### src/rtl/m_code_acq_ctrl.sv
// m_code_acq_ctrl
// ---------------
// Code-phase acquisition controller for the 11-stage M-code generator.
// The controller slides the generator's local code one chip at a time by
// pulsing shift_parse. At each phase it correlates loc_chip against rx_chip
// over DWELL_CHIPS chips, sampling once per chip at chip_cnt == SAMPLE_PT.
// It declares lock when the agreement count reaches THRESH.
//
// Optional feature macro: ACQ_TRACK_EN
//   defined   : LOCK keeps dwelling. LOSS_CNT consecutive missed dwells drop
//               lock, and the search resumes from the next phase.
//   undefined : LOCK is terminal, and the counters and corr_val are frozen.
//
// Ports
//   clk, rst_n   : clock, asynchronous active-low reset
//   start        : one-cycle pulse; honoured in IDLE, LOCK and FAIL
//   abort        : level; forces IDLE and has priority over start
//   rx_chip      : received hard-decision chip
//   loc_chip     : generator m_code output
//   shift_parse  : registered one-cycle pulse to the generator (SHIFT cycle)
//   busy         : high in DWELL / CHECK / SHIFT / LOCK
//   locked       : lock flag
//   fail         : sticky; set when every phase has been searched without a hit
//   phase_idx    : shifts applied since start, modulo CODE_LEN
//   corr_val     : agreement count of the last completed dwell
//
// Handshake: there is no valid/ready traffic. start is a single-cycle
// request sampled on the clock edge. abort is a level sampled every edge.
// shift_parse is a single-cycle strobe that the generator samples on the
// edge that ends the SHIFT cycle.
module m_code_acq_ctrl #(
  parameter int CHIP_DIV    = 3052,
  parameter int SAMPLE_PT   = 1526,
  parameter int DWELL_CHIPS = 64,
  parameter int THRESH      = 48,
  parameter int CODE_LEN    = 2047,
  parameter int LOSS_CNT    = 3
) (
  input  logic        clk,
  input  logic        rst_n,
  input  logic        start,
  input  logic        abort,
  input  logic        rx_chip,
  input  logic        loc_chip,
  output logic        shift_parse,
  output logic        busy,
  output logic        locked,
  output logic        fail,
  output logic [10:0] phase_idx,
  output logic [7:0]  corr_val
);

`ifdef ACQ_TRACK_EN
  localparam bit TRACK_EN = 1'b1;
`else
  localparam bit TRACK_EN = 1'b0;
`endif

  localparam logic [11:0] CHIP_LAST  = 12'(CHIP_DIV - 1);
  localparam logic [11:0] SAMPLE_AT  = 12'(SAMPLE_PT);
  localparam logic [7:0]  DWELL_N    = 8'(DWELL_CHIPS);
  localparam logic [7:0]  THRESH_N   = 8'(THRESH);
  localparam logic [10:0] LAST_PHASE = 11'(CODE_LEN - 1);
  localparam logic [7:0]  LOSS_N     = 8'(LOSS_CNT);

  typedef enum logic [2:0] {
    S_IDLE, S_DWELL, S_CHECK, S_SHIFT, S_LOCK, S_FAIL
  } state_t;

  state_t      state, state_nx;
  logic [11:0] chip_cnt, chip_nx;
  logic [7:0]  agree_cnt, agree_nx;
  logic [7:0]  done_cnt, done_nx;
  logic [10:0] search_cnt, search_nx;
  logic [7:0]  miss_cnt, miss_nx;
  logic        resume, resume_nx;
  logic [10:0] phase_nx;
  logic [7:0]  corr_nx;
  logic        locked_nx, fail_nx, shift_nx;

  logic        sample;
  logic [7:0]  agree_inc, done_inc;
  logic [11:0] chip_step;

  assign sample    = (chip_cnt == SAMPLE_AT);
  assign agree_inc = agree_cnt + {7'd0, (rx_chip == loc_chip)};
  assign done_inc  = done_cnt + 8'd1;
  assign chip_step = (chip_cnt == CHIP_LAST) ? 12'd0 : chip_cnt + 12'd1;

  assign busy = (state == S_DWELL) || (state == S_CHECK) ||
                (state == S_SHIFT) || (state == S_LOCK);

  always_comb begin
    state_nx  = state;
    chip_nx   = chip_cnt;
    agree_nx  = agree_cnt;
    done_nx   = done_cnt;
    search_nx = search_cnt;
    miss_nx   = miss_cnt;
    resume_nx = resume;
    phase_nx  = phase_idx;
    corr_nx   = corr_val;
    locked_nx = locked;
    fail_nx   = fail;
    shift_nx  = 1'b0;

    if (abort) begin
      state_nx  = S_IDLE;
      chip_nx   = 12'd0;
      agree_nx  = 8'd0;
      done_nx   = 8'd0;
      search_nx = 11'd0;
      miss_nx   = 8'd0;
      resume_nx = 1'b0;
      locked_nx = 1'b0;
      fail_nx   = 1'b0;
    end else if (start && ((state == S_IDLE) || (state == S_LOCK) || (state == S_FAIL))) begin
      state_nx  = S_DWELL;
      chip_nx   = 12'd0;
      agree_nx  = 8'd0;
      done_nx   = 8'd0;
      search_nx = 11'd0;
      miss_nx   = 8'd0;
      resume_nx = 1'b0;
      phase_nx  = 11'd0;
      locked_nx = 1'b0;
      fail_nx   = 1'b0;
    end else begin
      case (state)
        S_DWELL: begin
          chip_nx = chip_step;
          if (sample) begin
            agree_nx = agree_inc;
            done_nx  = done_inc;
            if (done_inc == DWELL_N) state_nx = S_CHECK;
          end
        end
        S_CHECK: begin
          // chip_cnt keeps running so a tracking dwell in LOCK stays on the
          // generator's chip grid; the next sample is a whole chip away.
          chip_nx  = chip_step;
          corr_nx  = agree_cnt;
          agree_nx = 8'd0;
          done_nx  = 8'd0;
          if (agree_cnt >= THRESH_N) begin
            state_nx  = S_LOCK;
            locked_nx = 1'b1;
            miss_nx   = 8'd0;
          end else if (search_cnt == LAST_PHASE) begin
            state_nx = S_FAIL;
            fail_nx  = 1'b1;
          end else begin
            state_nx = S_SHIFT;
            shift_nx = 1'b1;
          end
        end
        S_SHIFT: begin
          // Cleared on the same edge the generator sees shift_parse, which
          // keeps both chip counters phase-aligned.
          chip_nx   = 12'd0;
          agree_nx  = 8'd0;
          done_nx   = 8'd0;
          phase_nx  = (phase_idx == LAST_PHASE) ? 11'd0 : phase_idx + 11'd1;
          // The shift that follows a loss of lock only steps off the lost
          // phase. The new search then gives every one of the CODE_LEN
          // phases a dwell, starting from a count of zero.
          search_nx = resume ? 11'd0 : search_cnt + 11'd1;
          resume_nx = 1'b0;
          state_nx  = S_DWELL;
        end
        S_LOCK: begin
          if (TRACK_EN) begin
            chip_nx = chip_step;
            if (sample) begin
              agree_nx = agree_inc;
              done_nx  = done_inc;
              if (done_inc == DWELL_N) begin
                corr_nx  = agree_inc;
                agree_nx = 8'd0;
                done_nx  = 8'd0;
                if (agree_inc >= THRESH_N) begin
                  miss_nx = 8'd0;
                end else if (miss_cnt + 8'd1 == LOSS_N) begin
                  locked_nx = 1'b0;
                  search_nx = 11'd0;
                  miss_nx   = 8'd0;
                  resume_nx = 1'b1;
                  state_nx  = S_SHIFT;
                  shift_nx  = 1'b1;
                end else begin
                  miss_nx = miss_cnt + 8'd1;
                end
              end
            end
          end
        end
        default: ; // IDLE and FAIL wait for start
      endcase
    end
  end

  always_ff @(posedge clk or negedge rst_n) begin
    if (!rst_n) begin
      state       <= S_IDLE;
      chip_cnt    <= 12'd0;
      agree_cnt   <= 8'd0;
      done_cnt    <= 8'd0;
      search_cnt  <= 11'd0;
      miss_cnt    <= 8'd0;
      resume      <= 1'b0;
      phase_idx   <= 11'd0;
      corr_val    <= 8'd0;
      locked      <= 1'b0;
      fail        <= 1'b0;
      shift_parse <= 1'b0;
    end else begin
      state       <= state_nx;
      chip_cnt    <= chip_nx;
      agree_cnt   <= agree_nx;
      done_cnt    <= done_nx;
      search_cnt  <= search_nx;
      miss_cnt    <= miss_nx;
      resume      <= resume_nx;
      phase_idx   <= phase_nx;
      corr_val    <= corr_nx;
      locked      <= locked_nx;
      fail        <= fail_nx;
      shift_parse <= shift_nx;
    end
  end

endmodule

### config.mk
export PLATFORM = sky130hd
export DESIGN_NAME = m_code_acq_ctrl
export DESIGN_NICKNAME = d
export VERILOG_FILES = /design/src/rtl/m_code_acq_ctrl.sv
export SDC_FILE = /design/constraint.sdc
export NUM_CORES = 1
export LEC_CHECK = 0
export CORE_ASPECT_RATIO = 1.1
export CORE_MARGIN = 2
export CORE_UTILIZATION = 46
export CTS_CLUSTER_DIAMETER = 120
export CTS_CLUSTER_SIZE = 25
export DETAILED_ROUTE_END_ITERATION = 6
export PLACE_DENSITY = 0.66
export SLEW_MARGIN = 20
export SYNTH_ARGS = -nofsm -noshare
export SYNTH_HDL_FRONTEND = slang
export SYNTH_SLANG_ARGS = --single-unit
### constraint.sdc
create_clock -name clk -period 5.55 [get_ports clk]
set_clock_uncertainty 0.15 [all_clocks]
set_input_delay 0.555 -clock clk [delete_from_list [all_inputs] [get_ports clk]]
set_output_delay 0.555 -clock clk [all_outputs]
set_load 0.02 [all_outputs]
# Yosys cells after proc, flatten, opt, wreduce, memory -nomap -nowiden

Cells that the tools add are included.

RAM bits: 0
Input bits: 6
Output and inout bits: 23
ROM bits: 0
Bits in latches: 0
Memories: 0
Bits in registers: 65
Word-level logic and storage cells: 99

Div/mod/pow operators: 0
Shift-type cells: 0
Bitwise gates (word level): 2
Reduce and logical (&&, ||, !) cells: 23
$mul: 0
Eq/ne operators: 14
Order comparisons: 1
Multiplexer cells: 43
Add/sub/neg operators: 5

Operators by type and width:

| cell                    | number |
|---|---|
| $mux W11                | 7 |
| $mux W8                 | 6 |
| $mux W12                | 3 |
| $pmux W8 S2             | 2 |
| $pmux W12 S2            | 1 |
| $add A11 B1 Y11 const B | 2 |
| $eq A11 B11 Y1 const B  | 2 |
| $mux W3                 | 6 |
| $mux W1                 | 17 |
| $add A12 B1 Y12 const B | 1 |
| $eq A12 B11 Y1 const B  | 1 |
| $eq A12 B12 Y1 const B  | 1 |
| $reduce_bool A3 Y1      | 4 |
| $pmux W3 S3             | 1 |
| $reduce_and A3 Y1       | 3 |
| $add A8 B1 Y8           | 1 |
| $add A8 B1 Y8 const B   | 1 |
| $eq A8 B7 Y1 const B    | 1 |
| $ge A8 B6 Y1 const B    | 1 |
| $reduce_bool A4 Y1      | 2 |
| $eq A3 B2 Y1 const B    | 2 |
| $eq A3 B3 Y1 const B    | 2 |
| $reduce_and A2 Y1       | 3 |
| $logic_or A1 B1 Y1      | 5 |
| 11 further kinds        | 13 |

# Depth between registers and ports, before layout

Gate-level depths: netlist (run 1).

Word-level depth: 7
Depth in mapped cells: 8
Depth with buffers taken out: 7

# Worst setup path before layout (run 1)

OpenSTA, ideal clock, no wires.

Kind: input-to-reg
Start point: input port abort
End point: register done_cnt[7]
Slack: 3.392 ns
Stages on the path: 6
Arrival time: 1.931 ns
Path through: clkbuf_1 > inv_1 > nand3_1 > o21ai_2 > or4_1 > a21oi_1

Word-level cells in the longest chain between the ends: 2

Ends and longest elaborated chain:

| element                                                             | RTL line | RTL |
|---|---|---|
| from (decl)                                                         | 42       | `input logic abort,` |
| $ne A4 B3 Y1 (no source line) or $reduce_bool A4 Y1 (tied branches) | -        |  |
| $reduce_and A2 Y1 (no source line)                                  | -        |  |
| to (signal assigned)                                                | 220      | `done_cnt <= done_nx;` |
| to (decl)                                                           | 73       | `logic [7:0] done_cnt, done_nx;` |

Several ways; a longest one is shown, not always the timed one.
A chain may end at the register's enable or synchronous reset.

# Worst setup path in the final report (run 1)

Start point: input port abort
End point: register state[1]

Word-level cells in the longest chain between the ends: 2

Ends and longest elaborated chain:

| element                                                     | RTL line | RTL |
|---|---|---|
| $ne A4 B2 Y1 (no source line), or another cell as far along | -        |  |
| $reduce_and A3 Y1 (no source line)                          | -        |  |
| to (signal assigned)                                        | 217      | `state <= state_nx;` |
| to (decl)                                                   | 70       | `state_t state, state_nx;` |

Several ways; a longest one is shown, not always the timed one.

==> run_results.csv, run 1 <==
group,metric,value,unit
power_and_ir_drop,p_total,1.26,mW
power_and_ir_drop,swShare,30.8,%
sta,post-route-period-util,52.1,%
clock_tree,cts_inserted_buffers,9,
setup_path,critical_path_required,5620,ps
floorplan,die_width,85.7,µm
power_and_ir_drop,pwr-share-comb,20.8,%
floorplan,die-area,8050,µm²
setup_path,worst-setup-path-type,"in -> reg",
power_and_ir_drop,pwr-share-clk,37.3,%
hold_path,hp-class,"in -> async",
clock_tree,cts-resized-gates,0,
synthesis,syn_inst,342,
placement,hpwl,4.57,mm
detailed_routing,first_pass_iters,7,
detailed_routing,detail-route-antenna-nets,0,
clock_tree,postCtsHoldBufs,0,
synthesis,ys.flop_type,"dfrtp_1",
global_routing,antenna_found_initial,0,
sta,fin_tns_setup,0,ps
global_routing,grt_pass1_vias,2570,
placement,dp.cells,444,
synthesis,synthArstFlopShare,100,%
global_routing,top_usage_layer,"met2",
synthesis,synth.cell_area,3380,µm²
detailed_routing,drt_iter0_drc,138,
clock_tree,cts_setup_buffers,0,
setup_path,reg2regPathDepth,5,
synthesis,ys_warn_count,0,
sta,slew_headroom,29.8,%
sta,slew_violations,0,
placement,io_buffer_count,28,
floorplan,coreArea,7090,µm²
sta,fmax,346,MHz
sta,hold_viol_final,0,
clock_tree,clk_latency,340,ps
global_routing,grt_usage,18.9,%
placement,gp_congestion,0.793,
status,status,"complete, but fails checks",
detailed_routing,drt-total-wl,6.79,mm
clock_tree,cts_buffer_depth,2,
floorplan,io_pins,29,
sta,tightest_slew,1050,ps
setup_path,start_kind,"input port",
status,violations,"design-rule violations",
power_and_ir_drop,power.density,318,nW/µm²
power_and_ir_drop,p_seq_share,41.8,%
clock_tree,root_buffer,"clkbuf_8",
placement,place_ws,2300,ps
setup_path,arrival,2970,ps
layout,num_antenna_cells,0,
layout,layout.cells.non_filler,460,
synthesis,syn_area_per_cell,9.89,µm²
setup_path,worst-path-max-fanout,18,
floorplan,initial_core_util,47.7,%
synthesis,synth-seq-area-share,47.4,%
global_routing,gr-usage-met3,2.99,%
detailed_routing,viasPerCell,5.60,
power_and_ir_drop,leakagePower,1.66,nW
setup_path,cp-end-kind,"flip-flop",
floorplan,rows,32,
synthesis,ys_types,56,
clock_tree,clk_pin_slew,70,ps
sta,finalWorstSetupSlack,2660,ps
power_and_ir_drop,p_sw,0.387,mW
clock_tree,cts_tree,"built",
global_routing,grt_pass1_wl,12.1,mm
sta,rsz0062_at_grt,"false",
global_routing,use_met1,25.9,%
layout,drive_gt1_share,9.60,%
synthesis,synth_edf_count,0,
detailed_routing,wire_per_inst,14.8,µm
layout,finalNetCount,385,
run,drv_cap,0,
global_routing,use_met2,29.5,%
clock_tree,cts_sinks,64,
global_routing,gr-total-overflow,0,
detailed_routing,via_count,2575,
power_and_ir_drop,p_int,0.872,mW
global_routing,grt_max_degree,65,
layout,area_delta_synth_final,17.2,%
detailed_routing,drc_errors,1,
clock_tree,cts.htree.levels,3,
sta,setup_violations,0,
synthesis,syn_nets,357,
sta,period_minus_slack,2890,ps
synthesis,ys_seq_elements,64,
power_and_ir_drop,vdd_drop_max,0.166,mV
floorplan,die_y,93.9,µm
-- sequential cells by signal, indices dropped and copies added (netlist names) --
| signal | count |
|---|---|
| agree_cnt | 8 |
| chip_cnt | 12 |
| corr_val | 8 |
| done_cnt | 8 |
| fail | 1 |
| locked | 1 |
| phase_idx | 11 |
| search_cnt | 11 |
| shift_parse | 1 |
| state | 3 |
-- critical path: stages --
cell and delay [ps]:
clkdlybuf4s50_1 750, inv_1 260, nand3_1 290, o21ai_2 690
a211oi_1 170, a32o_1 260
-- power groups by stage --
stage          Sequential (mW)  Clock [mW]  Combinational [mW]
2_1_floorplan            0.524           0               0.196
5_1_grt                  0.532       0.503               0.295
3_5_place_dp             0.535           0               0.264
3_3_place_gp             0.534           0               0.257
4_1_cts                  0.526       0.479               0.265
6_report                 0.526       0.470               0.262
-- per-layer routing --
metal  vias to the layer above  part of all wire, %
li1                       1264                    -
met1                      1258                   49
met2                        45                   47
met3                         8                  2.8
met4                         0                  1.5
met5                         -                    0
-- per-stage QoR --
stage | hold slack, ps | instance area [µm²] | util (%)
floorplan | 109 | 3380 | -
global placement | 337 | 3720 | 52.5
detailed placement | 340 | 3720 | 52.5
CTS | 275 | 3960 | 55.9
global route | 335 | 3960 | 55.9
finish | 241 | 3960 | 55.9
-- path summary, 6_finish.rpt --
kind	start	endpoint	slack (ps)
worst max-delay path	abort	state[1]	2660
worst min-delay path	rst_n	done_cnt[6]	240
worst max register to register	state[0]	corr_val[6]	2670
worst min register to register	locked	locked	350
max in group asynchronous	rst_n	phase_idx[0]	4480
min in group clk	locked	locked	350
-- logic make-up after synthesis --
logic type      after synthesis  synth area share (%)
simple gates                152                  23.4
flops                        64                  47.4
compound gates               46                  9.73
xor+xnor                     38                  9.84
buf+inv                      21                  2.44
mux                          12                  3.85
fa+ha+maj                     9                  3.33
-- synth_stat cells, drive strengths merged (8+ instances only) --
| cell type | count | area (µm²) |
|---|---|---|
| clkbuf | 8 | 30.0 |
| dfrtp | 64 | 1600 |
| ha | 9 | 113 |
| inv | 9 | 33.8 |
| mux2 | 8 | 90.1 |
| nand2 | 17 | 63.8 |
| nand3 | 15 | 75.1 |
| nand4 | 11 | 75.1 |
| nor2 | 58 | 220 |
| nor3 | 8 | 40.0 |
| o21ai | 9 | 48.8 |
| xnor2 | 19 | 166 |
| xor2 | 19 | 166 |
-- cells in the final DEF (no fill, tap or decap), types with 7 or more instances in the layout --
cell type,netlist,routed
ha_1,9,9
clkbuf_8,0,12
nand4_1,10,10
xnor2_1,19,19
nor3_1,8,8
nand3_1,15,15
o21ai_0,7,7
mux2_2,8,8
dfrtp_1,64,64
nand2_1,17,17
xor2_1,19,19
inv_1,9,9
nor2_1,57,57
and3_1,7,7
clkdlybuf4s50_1,0,27
o21a_1,7,7
-- final cells by class --
class                      count  area (µm²)
clock inverter                 4        75.1
timing repair buffer          29         283
multi-input combinational    257        1700
inverter                       9        33.8
sequential                    64        1600
fill                         652        3130
tap                           85         106
clock buffer                  12         165
Power figures use the tool's default switching activity.
==> inputs of run 2 (changes only) <==
==> constraint.sdc (replaced) <==
create_clock -name clk -period 3.03 [get_ports clk]
set_clock_uncertainty 0.15 [all_clocks]
set_input_delay 0.303 -clock clk [delete_from_list [all_inputs] [get_ports clk]]
set_output_delay 0.303 -clock clk [all_outputs]
set_load 0.02 [all_outputs]
==> run 2 against run 1 <==
Against the previous run:
- the flow now finishes without violations
- core utilization shrank 0.28 points
- final area decreased by 0.51%
- final cell count grew 0.87%
- first-iteration DRC count fell by 19%
- register-to-register slack got worse by 2000 ps
- global-route usage down 0.69 points
- combinational power rose by 91%
- setup slack worse by 2000 ps
- count of clock-buffer cells in the layout down 2
- total power rose by 65%
- largest cell class unchanged
- highest routed layer unchanged
==> run_results.csv, run 2 (synthesis gave the netlist of run 1 again) <==
group,metric,value,unit
status,status,"completed",
clock_tree,cts_sinks,64,
layout,fill_cells,635,
clock_tree,cts_tree,"built",
detailed_routing,drc_errors,0,
floorplan,die_y,93.9,µm
clock_tree,root_buffer,"clkbuf_8",
sta,setup_violations,0,
setup_path,cp-end-kind,"flip-flop",
layout,final_common_cell,"dfrtp_1",
sta,post-route-period-util,77.5,%
global_routing,antenna_found_initial,0,
setup_path,critical_path_required,3130,ps
sta,fmax,426,MHz
global_routing,gr-total-overflow,0,
detailed_routing,m1WireLength,3.40,mm
sta,hold_viol_final,0,
layout,top_regs,"chip_cnt (12), phase_idx (11), search_cnt (11)",
floorplan,die-area,8050,µm²
setup_path,arrival,2450,ps
setup_path,worst-path-max-fanout,17,
power_and_ir_drop,vdd_drop_max,0.285,mV
floorplan,rows,32,
detailed_routing,drt_iter0_drc,112,
setup_path,r2r_start,"state[0]",
placement,hpwl,4.77,mm
sta,period_minus_slack,2350,ps
placement,io_buffer_count,28,
clock_tree,clk_pin_slew,70,ps
clock_tree,cts.htree.levels,3,
layout,top_register,"chip_cnt",
global_routing,grt_max_degree,39,
layout,fin_util,55.6,%
sta,slew_violations,0,
sta,fin_tns_setup,0,ps
setup_path,start_kind,"flip-flop",
detailed_routing,routed-wl-met2,3.12,mm
detailed_routing,drt-total-wl,6.77,mm
floorplan,initial_core_util,47.7,%
detailed_routing,detail-route-antenna-nets,0,
floorplan,die_width,85.7,µm
detailed_routing,first_pass_iters,6,
sta,hold_ws,353,ps
setup_path,reg2regPathDepth,5,
global_routing,grt_usage,18.2,%
detailed_routing,wire_per_inst,14.6,µm
floorplan,coreArea,7090,µm²
layout,area_delta_synth_final,16.6,%
clock_tree,cts_buffer_depth,2,
layout,final_cell_mix,"dfrtp_1 (64), nor2_1 (57), clkdlybuf4s50_1 (27)",
clock_tree,cts_setup_buffers,0,
power_and_ir_drop,power.density,528,nW/µm²
hold_path,hold_depth,2,
hold_path,hp-class,"reg -> reg",
setup_path,worst-setup-path-type,"reg -> reg",
detailed_routing,via_count,2553,
layout,num_antenna_cells,0,
placement,gp_congestion,0.806,
sta,rsz0062_at_grt,"false",
hold_path,holdPathEnd,"locked",
hold_path,min_from,"locked",
clock_tree,cts-resized-gates,0,
detailed_routing,met3_length,172,µm
run,drv_cap,0,
detailed_routing,viasPerCell,5.50,
clock_tree,cts_inserted_buffers,9,
layout,drive_gt1_share,10.3,%
global_routing,grt_pass1_wl,11.7,mm
layout,finalNetCount,391,
setup_path,r2r_end,"done_cnt[7]",
global_routing,grt_pass1_vias,2523,
setup_path,rrSetupSlack,680,ps
clock_tree,clk_latency,330,ps
detailed_routing,top_layer,"met4",
layout,largest_reg_flops,12,
floorplan,io_pins,29,
power_and_ir_drop,leakagePower,1.66,nW
sta,slew_headroom,40.3,%
sta,tightest_slew,881,ps
-- run 2: changes by cell type in the layout (fill, tap and decap cells not counted) --
cell | previous run | this run
buf_4 | 1 | 5
dlygate4sd3_1 | 0 | 1
bufinv_16 | 2 | 0
buf_12 | 0 | 1
clkbuf_8 | 12 | 10
clkinv_2 | 0 | 3
clkinvlp_4 | 2 | 1
-- run 2: layer usage --
metal	track usage, %	vias to the layer above
met5	0	-
met4	5.95	0
met3	4.48	7
met2	28.2	31
met1	25.1	1251
li1	-	1264
-- run 2: power by group --
part	internal [mW]	leakage, nW	switching (mW)	total (mW)
registers	0.894	0.890	0.0694	0.964
logic	0.187	0.685	0.314	0.501
clock network	0.305	0.0838	0.312	0.617
total	1.39	1.66	0.695	2.08
-- run 2: cell type report --
class | count | area [µm²] | area share (%)
flip-flops and latches | 64 | 1600 | 40.6
clock inverters | 4 | 22.5 | 0.571
repair buffers | 35 | 343 | 8.70
well taps | 85 | 106 | 2.70
inverters | 9 | 33.8 | 0.857
clock buffers | 10 | 138 | 3.49
multi-input cells | 257 | 1700 | 43.0
-- run 2: what timing repair did --
item | in CTS | in global routing
hold buffers | 1 | 0
endpoints found under the hold margin | 26 | 0
setup endpoints to repair | 0 | 0
-- run 2: worst max-delay path, cell delays in order, from the launching register on --
cell     delay, ps
dfrtp_1        560
nor2b_1        400
buf_4          220
o21ai_2        220
or4_1          570
a21oi_1        150
-- run 2: worst max-delay path by stage --
stage	start	endpoint	depth (start not counted)
floorplan	chip_cnt[0]	done_cnt[7]	7
global placement	abort	state[1]	6
global route	state[0]	done_cnt[7]	5
finish	state[0]	done_cnt[7]	5
detailed placement	abort	state[1]	6
CTS	state[0]	corr_val[7]	5
-- run 2: through the flow --
stage	power, mW	std cells	setup slack [ps]	instance area [µm²]
5_1_grt	2.20	464	527	3940
4_1_cts	2.11	464	659	3940
6_report	2.08	464	682	3940
3_3_place_gp	1.47	449	601	3770
3_5_place_dp	1.48	449	557	3770
2_1_floorplan	1.32	342	996	3380
